## src/rtl/sram_dump_streamer.sv

```systemverilog
// sram_dump_streamer: bulk SRAM-to-UART dump engine.
// Reads cmd_len bytes starting at cmd_addr through the SRAM driver and sends
// each one through the UART transmitter. An optional additive checksum byte
// follows the data. A one-entry buffer lets the next SRAM read overlap the
// byte currently on the wire.
module sram_dump_streamer #(
    parameter int SEND_SUM = 1,
    parameter int ADDR_W   = 13
) (
    input  logic              clk,
    input  logic              rstn,
    input  logic              cmd_start,
    input  logic [ADDR_W-1:0] cmd_addr,
    input  logic [ADDR_W:0]   cmd_len,
    input  logic              cmd_abort,
    output logic              busy,
    output logic              done,
    output logic              aborted,
    output logic [7:0]        checksum,
    input  logic              ram_ready,
    output logic              ram_re,
    output logic              ram_start,
    output logic [ADDR_W-1:0] ram_address,
    input  logic [7:0]        ram_data_read,
    input  logic              tx_ready,
    output logic              tx_start,
    output logic [7:0]        tx_data
);

    // Control states
    localparam logic [1:0] C_IDLE  = 2'd0;
    localparam logic [1:0] C_RUN   = 2'd1;
    localparam logic [1:0] C_DRAIN = 2'd2;

    // Read FSM states
    localparam logic [1:0] R_IDLE      = 2'd0;
    localparam logic [1:0] R_WAIT_LOW  = 2'd1;
    localparam logic [1:0] R_WAIT_HIGH = 2'd2;

    // TX FSM states
    localparam logic [1:0] T_IDLE      = 2'd0;
    localparam logic [1:0] T_WAIT_LOW  = 2'd1;
    localparam logic [1:0] T_WAIT_HIGH = 2'd2;

    localparam logic [ADDR_W:0]   CNT_ONE  = 1;
    localparam logic [ADDR_W-1:0] ADDR_ONE = 1;
    localparam logic              SUM_EN   = (SEND_SUM != 0);

    logic [1:0]        ctrl_state;
    logic [1:0]        rd_state;
    logic [1:0]        tx_state;
    logic [ADDR_W-1:0] addr;
    logic [ADDR_W:0]   reads_left;
    logic [ADDR_W:0]   sends_left;
    logic [7:0]        buf_data;
    logic              buf_valid;
    logic              tx_is_sum;
    logic              sum_sent;

    logic running;
    logic accept;
    logic rd_issue;
    logic rd_capture;
    logic tx_take_data;
    logic tx_take_sum;
    logic finish_ok;
    logic finish_abort;

    // Owning the driver is exactly the busy window, including the drain after abort.
    assign ram_re = busy;

    // Handshake strobes shared by the three state machines.
    // NOTE: combinational logic uses blocking '=' and assigns every signal on
    // every path, so no latch is inferred.
    always_comb begin
        running      = (ctrl_state == C_RUN) && !cmd_abort;
        accept       = (ctrl_state == C_IDLE) && cmd_start;
        rd_issue     = running && (rd_state == R_IDLE) && (reads_left != '0)
                       && !buf_valid && ram_ready;
        rd_capture   = (rd_state == R_WAIT_HIGH) && ram_ready;
        tx_take_data = running && (tx_state == T_IDLE) && buf_valid && tx_ready;
        tx_take_sum  = running && (tx_state == T_IDLE) && !buf_valid && SUM_EN
                       && (sends_left == '0) && !sum_sent && tx_ready;
        finish_ok    = running && (tx_state == T_IDLE) && (sends_left == '0)
                       && (!SUM_EN || sum_sent);
        finish_abort = (ctrl_state == C_DRAIN) && (rd_state == R_IDLE)
                       && (tx_state == T_IDLE);
    end

    // Control FSM: command acceptance, abort drain and completion pulse.
    // NOTE: sequential state uses non-blocking '<=' so every block sees the
    // pre-edge values of the others.
    always_ff @(posedge clk or negedge rstn) begin
        if (!rstn) begin
            ctrl_state <= C_IDLE;
            busy       <= 1'b0;
            done       <= 1'b0;
            aborted    <= 1'b0;
        end else begin
            done    <= 1'b0;
            aborted <= 1'b0;
            case (ctrl_state)
                C_IDLE: begin
                    if (accept) begin
                        ctrl_state <= C_RUN;
                        busy       <= 1'b1;
                    end
                end
                C_RUN: begin
                    if (cmd_abort) begin
                        ctrl_state <= C_DRAIN;
                    end else if (finish_ok) begin
                        ctrl_state <= C_IDLE;
                        busy       <= 1'b0;
                        done       <= 1'b1;
                    end
                end
                C_DRAIN: begin
                    // Wait for the in-flight SRAM read and UART byte to finish.
                    if (finish_abort) begin
                        ctrl_state <= C_IDLE;
                        busy       <= 1'b0;
                        done       <= 1'b1;
                        aborted    <= 1'b1;
                    end
                end
                default: ctrl_state <= C_IDLE;
            endcase
        end
    end

    // Read FSM: issue one SRAM read at a time into the one-entry prefetch buffer.
    // NOTE: the buffer is a single register, so it is reset with the rest of
    // the state; a multi-entry storage array would be left unreset instead.
    always_ff @(posedge clk or negedge rstn) begin
        if (!rstn) begin
            rd_state    <= R_IDLE;
            ram_start   <= 1'b0;
            ram_address <= '0;
            addr        <= '0;
            reads_left  <= '0;
            buf_data    <= 8'h00;
            buf_valid   <= 1'b0;
        end else begin
            ram_start <= 1'b0;
            if (accept) begin
                addr       <= cmd_addr;
                reads_left <= cmd_len;
                buf_valid  <= 1'b0;
            end
            // The TX side frees the slot; an abort discards an unsent byte.
            if (tx_take_data || (ctrl_state == C_DRAIN)
                || ((ctrl_state == C_RUN) && cmd_abort)) begin
                buf_valid <= 1'b0;
            end
            case (rd_state)
                R_IDLE: begin
                    if (rd_issue) begin
                        ram_start   <= 1'b1;
                        ram_address <= addr;
                        rd_state    <= R_WAIT_LOW;
                    end
                end
                R_WAIT_LOW: begin
                    // The driver may still look ready for a cycle or two after start.
                    if (!ram_ready) begin
                        rd_state <= R_WAIT_HIGH;
                    end
                end
                R_WAIT_HIGH: begin
                    if (rd_capture) begin
                        buf_data   <= ram_data_read;
                        buf_valid  <= running;
                        addr       <= addr + ADDR_ONE;
                        reads_left <= reads_left - CNT_ONE;
                        rd_state   <= R_IDLE;
                    end
                end
                default: rd_state <= R_IDLE;
            endcase
        end
    end

    // TX FSM: hand buffered bytes (then the checksum) to the UART.
    always_ff @(posedge clk or negedge rstn) begin
        if (!rstn) begin
            tx_state   <= T_IDLE;
            tx_start   <= 1'b0;
            tx_data    <= 8'h00;
            checksum   <= 8'h00;
            sends_left <= '0;
            tx_is_sum  <= 1'b0;
            sum_sent   <= 1'b0;
        end else begin
            if (accept) begin
                sends_left <= cmd_len;
                checksum   <= 8'h00;
                sum_sent   <= 1'b0;
            end
            case (tx_state)
                T_IDLE: begin
                    if (tx_take_data) begin
                        tx_data   <= buf_data;
                        tx_start  <= 1'b1;
                        checksum  <= checksum + buf_data;
                        tx_is_sum <= 1'b0;
                        tx_state  <= T_WAIT_LOW;
                    end else if (tx_take_sum) begin
                        tx_data   <= checksum;
                        tx_start  <= 1'b1;
                        tx_is_sum <= 1'b1;
                        tx_state  <= T_WAIT_LOW;
                    end
                end
                T_WAIT_LOW: begin
                    // Hold the strobe until the UART acknowledges by dropping ready.
                    if (!tx_ready) begin
                        tx_start <= 1'b0;
                        tx_state <= T_WAIT_HIGH;
                    end
                end
                T_WAIT_HIGH: begin
                    if (tx_ready) begin
                        tx_state <= T_IDLE;
                        if (tx_is_sum) begin
                            sum_sent <= 1'b1;
                        end else begin
                            sends_left <= sends_left - CNT_ONE;
                        end
                    end
                end
                default: tx_state <= T_IDLE;
            endcase
        end
    end

endmodule
```

## config.mk

```make
export PLATFORM = sky130hd
export DESIGN_NAME = sram_dump_streamer
export DESIGN_NICKNAME = d
export VERILOG_FILES = /design/src/rtl/sram_dump_streamer.sv
export SDC_FILE = /design/constraint.sdc
export NUM_CORES = 1
export LEC_CHECK = 0
export CAP_MARGIN = 20
export CORE_MARGIN = 5
export CORE_UTILIZATION = 37
export CTS_BUF_LIST = sky130_fd_sc_hd__clkbuf_16
export CTS_CLUSTER_SIZE = 16
export DETAILED_ROUTE_END_ITERATION = 8
export PLACE_DENSITY = 0.7
export SYNTH_ARGS = -nofsm -noshare
export SYNTH_HDL_FRONTEND = slang
export SYNTH_SLANG_ARGS = --single-unit
export TNS_END_PERCENT = 50
```

## constraint.sdc

```tcl
create_clock -name clk -period 3.2 [get_ports clk]
set_clock_uncertainty 0.15 [all_clocks]
set_input_delay 0.48 -clock clk [delete_from_list [all_inputs] [get_ports clk]]
set_output_delay 0.48 -clock clk [all_outputs]
set_load 0.01 [all_outputs]
```

Yosys cells after proc, flatten, opt, wreduce, memory -nomap -nowiden
Cells that the tools add are included.
{ "classes": {"n_lt_le_gt_ge": 0, "mux": 54, "bitwise_logic": 0, "n_shift": 0, "n_eq_ne": 17, "n_addsub": 4, "div": 0, "multipliers": 0, "reduce_logical": 40} }
{ "ops": {"columns": ["cell", "count"], "rows": [
  ["two-way mux 14 bit", 7],
  ["two-way mux 8 bit", 5],
  ["two-way mux 13 bit", 3],
  ["subtractor 14 x 1 -> 14 bit, second input constant", 2],
  ["two-way mux 1 bit", 22],
  ["two-way mux 2 bit", 11],
  ["logical AND 1 bit", 19],
  ["!= test 2 bit, second input constant", 9],
  ["one-hot mux 2 bit (3 select lines)", 3],
  ["logical NOT 14 bit", 1],
  ["nonzero test 14 bit", 1],
  ["adder 13 x 1 -> 13 bit, second input constant", 1],
  ["AND reduction 3 bit", 4],
  ["adder 8 bit", 1],
  ["equality test 2 x 1 -> 1 bit, second input constant", 3],
  ["equality test 2 bit, second input constant", 3],
  ["logical NOT 2 bit", 3],
  ["!= test 3 bit, second input constant", 2],
  ["AND reduction 2 bit", 3],
  ["AND reduction 5 bit", 1],
  ["one-hot mux 1 bit (2 select lines)", 2],
  ["nonzero test 2 bit", 2],
  ["logical NOT 1 bit", 3],
  ["one-hot mux 1 bit (3 select lines)", 1],
  ["other kinds (2)", 3]
]} }
{ "totals": {"ram_bits": 0, "inputBits": 41, "latchBits": 0, "rom_bits": 0, "regBits": 92, "mem_count": 0, "out_inout_bits": 35, "word_cells": 133} }

Depth between registers and ports, before layout
{ "depth": {"word_depth": 10, "mapped_depth": 9, "depth_no_buf": 8} }

Least setup slack after synthesis
No wires, ideal clock.
{ "synth_path": {"kind": "register to register", "startpoint": "reg reads_left[0]", "endpoint": "reg reads_left[12]", "setup_time_ps": 126, "required_time_ps": 2924, "stages_incl_launch_ff": 9, "period_less_slack_ps": 2343, "setup_slack_ps": 857, "arrival_ps": 2067, "cell_sequence": "dfrtp_1 -> inv_1 -> ha_1 -> or3b_1 -> or3_1 -> buf_6 -> o41ai_2 -> a21boi_1 -> a221o_1"} }
{ "synth_between": {"elab_chain_cells": 3} }
{ "synth_rtl": {"columns": ["item", "line_no", "rtl"], "rows": [
  ["start: declaration", "53", "logic [ADDR_W:0] reads_left;"],
  ["start signal: assignment", "148", "reads_left <= cmd_len;"],
  ["start signal: assignment", "175", "reads_left <= reads_left - CNT_ONE;"],
  ["subtractor 14 x 1 -> 14 bit", "175", null],
  ["two-way mux 14 bit", "171", "if (rd_capture) begin"],
  ["two-way mux 14 bit", "156", "case (rd_state)"]
]} }
Every way passes these cells.
A chain may end at the register's enable or synchronous reset.

Worst setup path after layout
Same ends and word-level chain as after synthesis.

==> flow_summary_export.csv <==
group,metric,value,unit
power_and_ir_drop,p_sw,1.87,mW
global_route,grt_pass1_wl,21100,um
cts,ctsResizeCount,0,
setup_path,end_kind,"flip-flop",
routing,dr_total_vias,4164,
routing,routed_via_density,5.49,
timing,max_freq,392,MHz
place,io_buffers,75,
global_route,antenna_found_initial,0,
setup_path,r2r_slack,0.65,ns
power_and_ir_drop,power_density,810,nW/um2
setup_path,crit_type,"flip-flop to flip-flop",
global_route,grt_pass1_vias,4218,
global_route,grt_overflow_total,0,
cells_and_area,fill_cells,1234,
place,post-place-ws,0.335,ns
cts,cts_buffer_depth,2,
floorplan,die_w,125,um
routing,antenna_left,0,
power_and_ir_drop,clock_power_share,19.4,%
routing,wl_per_cell,16.7,um
worst_hold_path,hold_path_depth,2,
global_route,grt_max_degree,48,
setup_path,crit_start,"reads_left[0]",
logic_synthesis,synth_edf_count,0,
logic_synthesis,ys_seq_area_share,46.8,%
floorplan,fp.dieH,125,um
timing,worst_pin_slew,0.634,ns
setup_path,worstRegToRegCells,7,
run,cap_violations,0,
floorplan,io_pins,76,
logic_synthesis,synth.yosys.warnings,0,
cts,cts_tree,"yes",
setup_path,reg2reg_from,"reads_left[0]",
floorplan,num_rows,42,
cts,numCtsBuffers,9,
logic_synthesis,dominantRegCellSynth,"dfrtp_1",
timing,finalSetupViolations,0,
worst_hold_path,holdPathEnd,"buf_data[7]",
cells_and_area,syn2layout_area_growth,25.0,%
place,dpl.hpwl,9130,um
routing,routed_wl,12700,um
floorplan,core,13100,um2
cells_and_area,fin_nets,636,
worst_hold_path,min-delay-start,"buf_data[7]",
routing,drc,0,
power_and_ir_drop,p_sw_share,37.6,%
logic_synthesis,syn_area_per_cell,9.75,um2
timing,setup_slack,0.649,ns
power_and_ir_drop,ir_drop,0.304,mV
cells_and_area,drive_above_1_share,9.95,%
cts,insertion_delay,0.35,ns
cts,htreeDepth,3,
timing,fin_crit,2.55,ns
cts,cts.sinks,92,
timing,rsz0062_at_grt,"no",
setup_path,reg2reg_to,"reads_left[12]",
cts,cts_root_buf,"clkbuf_16",
logic_synthesis,synth_area,4920,um2
floorplan,start_util,37.4,%
setup_path,startpoint_type,"flip-flop",
place,gp_congestion,0.884,
power_and_ir_drop,p_leak,2.58,nW
worst_hold_path,hold_class,"flip-flop to flip-flop",
floorplan,die_area,15700,um2
logic_synthesis,synth_nets,561,
logic_synthesis,ys_async_sr_fraction,100,%
timing,slew_headroom,57.1,%
logic_synthesis,synthCells,504,
setup_path,cp_max_fo,8,
timing,setup_tns,0,ns
routing,drtIter0Drc,289,
status,status,"finished clean",
power_and_ir_drop,combPwrFrac,38.8,%
timing,hold_viol_final,0,
global_route,grt.total_usage,16.4,%
routing,drtPass1Iterations,5,
setup_path,cp.arrival,2.64,ns
timing,drv_slew,0,
cts,clkTransAtPathRegs,0.07,ns
power_and_ir_drop,seqPwrFrac,41.8,%
timing,finalCritPeriodShare,79.7,%
cells_and_area,diodes,0,
setup_path,worstPathRequired,3.29,ns
logic_synthesis,synth_cell_types,74,
cells_and_area,finalNonFillerCells,759,
logic_synthesis,ys_ff_latch,92,
power_and_ir_drop,internal_power,3.11,mW
place,numPlacedInstances,742,
layer usage:
metal | wire length, um | track usage, % | up-vias
li1 | - | - | 1987
met1 | 5770 | 21.6 | 2029
met2 | 6060 | 26.9 | 134
met3 | 699 | 4.05 | 14
met4 | 175 | 4.91 | 0
met5 | 0 | 0 | -
registers in the layout, summed over array words and instances (netlist names):
name and count:
ctrl_state 2, tx_data 8, tx_start 1, sends_left 14, rd_state 2, checksum 8
addr 13, reads_left 14, ram_address 13, busy 1, tx_is_sum 1, done 1
buf_data 8, tx_state 2, sum_sent 1, aborted 1, buf_valid 1, ram_start 1
worst max path at each step:
stage,to,cells past startpoint
after floorplan,reads_left[12],8
after global placement,addr[12],6
after detailed placement,addr[10],5
after CTS,reads_left[12],7
after global routing,reads_left[12],7
final,reads_left[12],7
final cells by class:
| type | instances | area (um2) | area share (%) |
|---|---|---|---|
| inverters | 17 | 63.8 | 1.04 |
| clock inverters | 6 | 33.8 | 0.550 |
| repair buffers | 88 | 861 | 14.0 |
| flip-flops and latches | 92 | 2300 | 37.5 |
| well taps | 176 | 220 | 3.58 |
| multi-input cells | 371 | 2440 | 39.7 |
| clock buffers | 9 | 225 | 3.66 |
timing repair:
item	in CTS	in global routing
buffers inserted	0	0
hold buffers	1	0
hold endpoints to repair	2	0
power groups by stage:
stage	logic [mW]	registers (mW)	clock network [mW]
final	1.93	2.08	0.966
after detailed placement	1.93	2.08	0
after CTS	1.95	2.07	0.992
after global placement	1.87	2.07	0
after global routing	2.15	2.15	1.03
after floorplan	1.24	2.04	0
placed cells by master, fill, tap and decap left out, types with 3 or more instances in the layout:
cell             synthesis  routed
a211o_1                  4       4
a211oi_1                 9       9
a21boi_0                 3       3
a21o_1                   4       4
a21oi_1                 21      21
a221o_1                  7       7
a31o_2                   3       3
a31oi_1                  5       5
and3_1                   5       5
buf_4                    2      12
clkbuf_16                0       9
clkdlybuf4s50_1          0      74
dfrtp_1                 92      92
ha_1                    15      15
inv_1                   17      18
mux2_2                   5       5
mux2_4                   8       8
mux2i_1                 13      13
nand2_1                 62      62
nand3_1                 19      19
nand3b_1                 3       3
nand4_1                  4       4
nor2_1                  52      52
nor2b_1                  3       3
nor3_1                  14      14
nor4_1                   5       5
nor4_2                   3       3
o21a_1                   7       7
o21ai_0                 26      26
o21ai_1                  9       9
o221a_2                  4       4
o22ai_1                  3       3
or3_1                    4       4
or4_1                    3       3
xnor2_1                  3       3
stage by stage:
stage | util, % | cell area, um2 | hold WS (ns) | total power, mW
floorplan | - | 4920 | 0.0344 | 3.27
global route | 46.8 | 6150 | 0.366 | 5.33
finish | 46.8 | 6150 | 0.344 | 4.98
global placement | 44.7 | 5870 | 0.327 | 3.94
CTS | 46.7 | 6140 | 0.345 | 5.01
detailed placement | 44.7 | 5870 | 0.330 | 4.02
cell usage after synthesis (all sizes together) (10+ instances only):
cell type  number  area (um2)
mux2i          13         130
nand2          63         239
nand3          19        95.1
nor3           14        70.1
ha             15         188
mux2           14         188
nor4           10         111
inv            17        63.8
dfrtp          92        2300
clkbuf         15        56.3
nor2           52         195
a21oi          22         114
o21ai          35         175
cell families after synthesis:
family | synth area share (%)
XOR/XNOR | 0.891
flip-flops | 46.8
adder cells (fa/ha/maj) | 4.23
AND/OR/NAND/NOR | 20.4
multiplexers | 6.46
AO/OA/AOI/OAI | 17.6
buffers and inverters | 3.64
worst max-delay path, cell delays in order (launching register included):
cell	delay, ns
dfrtp_1	0.43
inv_1	0.12
ha_1	0.19
or3b_1	0.39
or3_1	0.46
o41ai_2	0.31
a21boi_1	0.11
a221o_1	0.27
(Power assumes the default switching activity.)
==> edit 1: new RTL, config.mk and constraints unchanged <==
Set the parameter `ADDR_W` to 14 (it was 13).
--- a/src/rtl/sram_dump_streamer.sv
+++ b/src/rtl/sram_dump_streamer.sv
@@ -5,7 +5,7 @@
 // byte currently on the wire.
 module sram_dump_streamer #(
     parameter int SEND_SUM = 1,
-    parameter int ADDR_W   = 13
+    parameter int ADDR_W   = 14
 ) (
     input  logic              clk,
     input  logic              rstn,
Ports: changed (resized cmd_addr, cmd_len and ram_address); port bits go from 76 to 79. No check against the original RTL was run, so the function may have changed too.
==> edit 1 against the original RTL <==
The flow now finishes with violations (negative hold slack); count of clock-buffer cells in the layout did not move; synthesized cell count rose by 4.8%; sequential cell count rose by 4; critical path depth did not move; power rose by 3.7%; global-route usage rose by 0.52 points; clock power rose by 14%; setup slack got worse by 0.045 ns; area after synthesis rose by 1.5%; wire length rose by 3.3%; final area rose by 2.6%; critical path type unchanged; largest cell class unchanged.
==> edit 1: results (changes against the original RTL) <==
- Cell types occupying the most area after synthesis: sky130_fd_sc_hd__dfrtp_1 (48%), sky130_fd_sc_hd__nand2_1 (5.3%), sky130_fd_sc_hd__nor2_1 (4.1%) (was sky130_fd_sc_hd__dfrtp_1 (47%), sky130_fd_sc_hd__nand2_1 (4.7%), sky130_fd_sc_hd__nor2_1 (4.0%)).
- The slack of the worst reg-to-reg path is 0.60 ns (was 0.65 ns).
- The number of global-route vias before repair is 4502 (was 4218).
- Outcome: finished with violations (was finished clean).
- The reg-to-reg critical path endpoint was ctrl_state[0] (was reads_left[12]).
- The multiplexer share of the synthesized area was 5.59% (was 6.46%).
- Top cells by instance count after synthesis: sky130_fd_sc_hd__dfrtp_1 (96), sky130_fd_sc_hd__nand2_1 (71), sky130_fd_sc_hd__nor2_1 (55) (was sky130_fd_sc_hd__dfrtp_1 (92), sky130_fd_sc_hd__nand2_1 (62), sky130_fd_sc_hd__nor2_1 (52)).
- The worst hold slack across all endpoints is -0.0221 ns (was 0.344 ns).
- The launch point of the worst reg-to-reg path is sends_left[0] (was reads_left[0]).
- The arithmetic-cell share of the synthesized area counting full adders, half adders and majority gates is 3.91% (was 4.22%).
- The switching share of total power is 37.4% (was 37.6%).
- The largest fanout on the critical path came to 6 (was 8).
- The fraction of the yosys area taken by sequential cells is 48.1% (was 46.8%).
- The fraction of synthesized cell area in xor and xnor cells is 0.702% (was 0.891%).
- The delay contributed by the slowest stage of the critical path is 0.48 ns (was 0.46 ns).
- The half-perimeter wire length of the detailed placement result is 9.60 mm (was 9.13 mm).
- The reported leakage power is 2.65 nW (was 2.58 nW).
- The final hold violation count is 35 (was 0).
- The placed instance area is 6010 sq um (was 5870 sq um).
- The share of layout cells above drive strength 1 came to 8.33% (was 9.95%).
- The internal power component came to 0.00323 W (was 0.00311 W).
- The distinct cell type count after synthesis came to 67 (was 74).
- The post-synth net total was 586 (was 561).
- The worst-case vdd ir drop is 0.284 mV (was 0.304 mV).
- The detailed router's first-iteration violation count is 222 (was 289).
- The checks that failed: negative hold slack.
==> edit 1: cell count changes after synthesis, moves of 4 or more <==
cell                       change
sky130_fd_sc_hd__nand2_1       +9
sky130_fd_sc_hd__o21ai_0       +5
sky130_fd_sc_hd__mux2_1        +8
sky130_fd_sc_hd__a21oi_1       +6
sky130_fd_sc_hd__a211oi_1      +6
sky130_fd_sc_hd__dfrtp_1       +4
sky130_fd_sc_hd__a221o_1       -4
sky130_fd_sc_hd__mux2_4        -8
sky130_fd_sc_hd__nor3_1        +4
==> edit 1: worst max path at each step <==
stage | start | endpoint | slack (ns)
after global placement | ram_ready | addr[12] | 0.58
final | sends_left[0] | ctrl_state[0] | 0.60
after floorplan | sends_left[0] | tx_data[0] | 1.01
after CTS | sends_left[0] | ctrl_state[0] | 0.58
after detailed placement | ram_ready | addr[12] | 0.47
after global routing | sends_left[0] | ctrl_state[0] | 0.40
==> edit 1: logic make-up after synthesis <==
| group | Yosys count |
|---|---|
| fa+ha+maj | 15 |
| xor+xnor | 4 |
| mux | 26 |
| simple gates | 210 |
| compound gates | 136 |
| flops | 96 |
| buf+inv | 41 |
==> edit 1: metrics by stage <==
stage / std cells / setup slack [ns]
global route: 788 / 0.403
detailed placement: 772 / 0.471
CTS: 788 / 0.576
finish: 788 / 0.604
global placement: 772 / 0.577
floorplan: 528 / 1.01
==> edit 1: layout make-up <==
class	instances	area, sq um
timing repair buffer	91	888
clock inverter	7	70.1
tap	176	220
sequential	96	2400
clock buffer	9	225
fill	1250	6930
multi-input combinational	391	2440
inverter	18	67.6
==> edit 1: layer usage <==
metal,vias to the layer above,wire [um],track usage [%]
li1,2077,-,-
met1,2097,5930,21.5
met2,129,6330,28.0
met3,25,557,3.98
met4,0,313,6.37
met5,-,0,0
==> edit 2: new RTL, same settings <==
Without the edit above. Make the reset (`rstn`) synchronous in 3 clocked blocks.
--- a/src/rtl/sram_dump_streamer.sv
+++ b/src/rtl/sram_dump_streamer.sv
@@ -90,7 +90,7 @@
     // Control FSM: command acceptance, abort drain and completion pulse.
     // NOTE: sequential state uses non-blocking '<=' so every block sees the
     // pre-edge values of the others.
-    always_ff @(posedge clk or negedge rstn) begin
+    always_ff @(posedge clk) begin
         if (!rstn) begin
             ctrl_state <= C_IDLE;
             busy       <= 1'b0;
@@ -132,7 +132,7 @@
     // Read FSM: issue one SRAM read at a time into the one-entry prefetch buffer.
     // NOTE: the buffer is a single register, so it is reset with the rest of
     // the state; a multi-entry storage array would be left unreset instead.
-    always_ff @(posedge clk or negedge rstn) begin
+    always_ff @(posedge clk) begin
         if (!rstn) begin
             rd_state    <= R_IDLE;
             ram_start   <= 1'b0;
@@ -182,7 +182,7 @@
     end
 
     // TX FSM: hand buffered bytes (then the checksum) to the UART.
-    always_ff @(posedge clk or negedge rstn) begin
+    always_ff @(posedge clk) begin
         if (!rstn) begin
             tx_state   <= T_IDLE;
             tx_start   <= 1'b0;
Behaviour: differs if rstn is asserted again (counterexample within 4 cycles, from zero or initial values and one cycle with rstn low); with rstn held inactive, the same outputs for 4 cycles.
==> edit 2 against the original RTL <==
Via count up 5.8%; global-route usage grew 0.77 points; sequential share of layout area decreased by 5.9 points; worst hold slack got worse by 0.010 ns; die area down 5.2%; sequential cell count stayed put; cell count rose by 5.3%; final area decreased by 4.9%; count of clock-buffer cells in the layout unchanged; area after synthesis fell by 5.7%; setup slack worse by 0.12 ns; wire length down 0.76%; highest routed layer unchanged.
Power is not compared: it rests on default switching activity, and its combinational part moved more than twofold at a synthesized area within 25%.
==> edit 2: results (changes against the original RTL) <==
- The class of the most critical hold timing path is register to register (unchanged).
- The global-route usage over all layers was 17.2% (was 16.4%).
- The number of placed instances with taps included is 783 (was 742).
- The analysis attributes to net switching a power of 0.00103 W.
- The number of global-route vias before repair came to 4196 (was 4218).
- Outcome: finished clean (unchanged).
- The number of cells in the finished layout apart from fillers came to 799 (was 759).
- The fraction of synthesis flops using an asynchronous set or reset pin was 0% (was 100%).
- The depth of the worst register-to-register path is 5 (was 7).
- The post-synth net total is 619 (was 561).
- The net total in the final layout came to 679 (was 636).
- The total of cells resized after clock tree synthesis is 0 (unchanged).
- The headroom to the max-slew limit is 45.6% (was 57.1%).
- The clock tree buffer depth came to 2 (unchanged).
- The layout filler cell count is 1206 (was 1234).
- The fraction of the yosys area taken by sequential cells is 39.7% (was 46.8%).
- The clock transition at the registers of the reported paths is 0.07 ns (about the same).
- The largest fanout on the critical path is 15 (was 8).
- Top cells by instance count after synthesis: sky130_fd_sc_hd__dfxtp_1 (92), sky130_fd_sc_hd__nor2_1 (54), sky130_fd_sc_hd__a21oi_1 (53) (was sky130_fd_sc_hd__dfrtp_1 (92), sky130_fd_sc_hd__nand2_1 (62), sky130_fd_sc_hd__nor2_1 (52)).
- Cell types occupying the most area after synthesis: sky130_fd_sc_hd__dfxtp_1 (40%), sky130_fd_sc_hd__a21oi_1 (5.7%), sky130_fd_sc_hd__mux2i_1 (5.2%) (was sky130_fd_sc_hd__dfrtp_1 (47%), sky130_fd_sc_hd__nand2_1 (4.7%), sky130_fd_sc_hd__nor2_1 (4.0%)).
- The global placer's final weighted congestion is 0.852 (was 0.884).
- Across the VDD grid, the largest voltage drop is 0.287 mV.
- The CTS buffer count is 9 (unchanged).
- For the sequential group, total power comes out at 0.00138 W.
- The post-cts hold buffer count is 0 (was 1).
- The distinct cell type count after synthesis was 56 (was 74).
- The share of layout cells above drive strength 1 is 5.74% (was 9.95%).
- The largest net degree at the start of global routing is 32 (was 48).
- The number of cells produced by synthesis is 562 (was 504).
- The first-pass GRT wire length is 20.6 mm (was 21.1 mm).
- The half-perimeter wire length of the detailed placement result was 9.07 mm (was 9.13 mm).
- The post-detailed-route via-to-cell ratio is 5.51 (was 5.49).
- The setup slack after placement is 0.480 ns (was 0.335 ns).
- The average routed wire per standard cell was 15.8 um (was 16.7 um).
- The detailed router's first-iteration violation count came to 270 (was 289).
- The arrival time reported for the critical path endpoint is 2.74 ns (was 2.64 ns).
- At the later pin of the worst-skew pair, clock insertion delay measures 0.34 ns.
- The total number of H-tree levels is 3 (unchanged).
- The total inserted antenna cells is 0 (unchanged).
- The max-capacitance violation count came to 0 (unchanged).
## edit 2: cell types whose count changed after synthesis, moves of 8 or more
cell / delta
sky130_fd_sc_hd__dfrtp_1: -92
sky130_fd_sc_hd__o21ai_1: -9
sky130_fd_sc_hd__mux2_4: -8
sky130_fd_sc_hd__clkbuf_1: +18
sky130_fd_sc_hd__a21oi_1: +32
sky130_fd_sc_hd__mux2i_1: +11
sky130_fd_sc_hd__nand2_1: -13
sky130_fd_sc_hd__dfxtp_1: +92
sky130_fd_sc_hd__o21ai_0: +12
## edit 2: routing by layer
metal | wire [um] | share of wire (%) | global-route usage, %
met1 | 5800 | 46 | 22.7
met4 | 182 | 1.4 | 5.53
met2 | 6010 | 48 | 28.6
met5 | 0 | 0 | 0
met3 | 623 | 4.9 | 2.88
## edit 2: worst max-delay path: stages (launching register included)
cell and delay (ns):
sky130_fd_sc_hd__dfxtp_1 0.32, sky130_fd_sc_hd__or4_1 0.66, sky130_fd_sc_hd__nor4_4 0.33, sky130_fd_sc_hd__a41o_1 0.77
sky130_fd_sc_hd__mux2i_1 0.27, sky130_fd_sc_hd__nor2_1 0.06
## edit 2: stage by stage
stage / hold WS, ns / util, % / cell area [sq um]
after floorplan: 0.292 / - / 4640
after global placement: 0.310 / 44.3 / 5520
after detailed placement: 0.326 / 44.3 / 5520
after CTS: 0.334 / 46.9 / 5850
after global routing: 0.350 / 46.9 / 5850
final: 0.334 / 46.9 / 5850
## edit 2: layout make-up
class / count / area, sq um / share of cell area, %
well taps: 172 / 215 / 3.68
clock inverters: 7 / 96.3 / 1.65
flip-flops and latches: 92 / 1840 / 31.5
multi-input cells: 412 / 2550 / 43.6
inverters: 19 / 71.3 / 1.22
clock buffers: 9 / 225 / 3.85
repair buffers: 88 / 848 / 14.5
## edit 2: final timing paths
path	from	end	slack [ns]
min reg2reg	buf_data[0]	buf_data[0]	0.33
min	buf_data[0]	buf_data[0]	0.33
max reg2reg	reads_left[6]	ram_address[3]	0.53
max	reads_left[6]	ram_address[3]	0.53
## edit 2: kinds of logic (layout without fill, tap and decap cells)
| logic type | after synthesis | in the layout | synth area share [%] |
|---|---|---|---|
| muxes | 27 | 27 | 5.91 |
| adders and majority gates | 16 | 16 | 4.48 |
| buffers and inverters | 58 | 123 | 5.37 |
| DFF | 92 | 92 | 39.7 |
| xor gates and xnor gates | 5 | 5 | 0.944 |
| and+or+nand+nor | 207 | 207 | 22.5 |
| AOI/OAI and AO/OA | 157 | 157 | 21.1 |
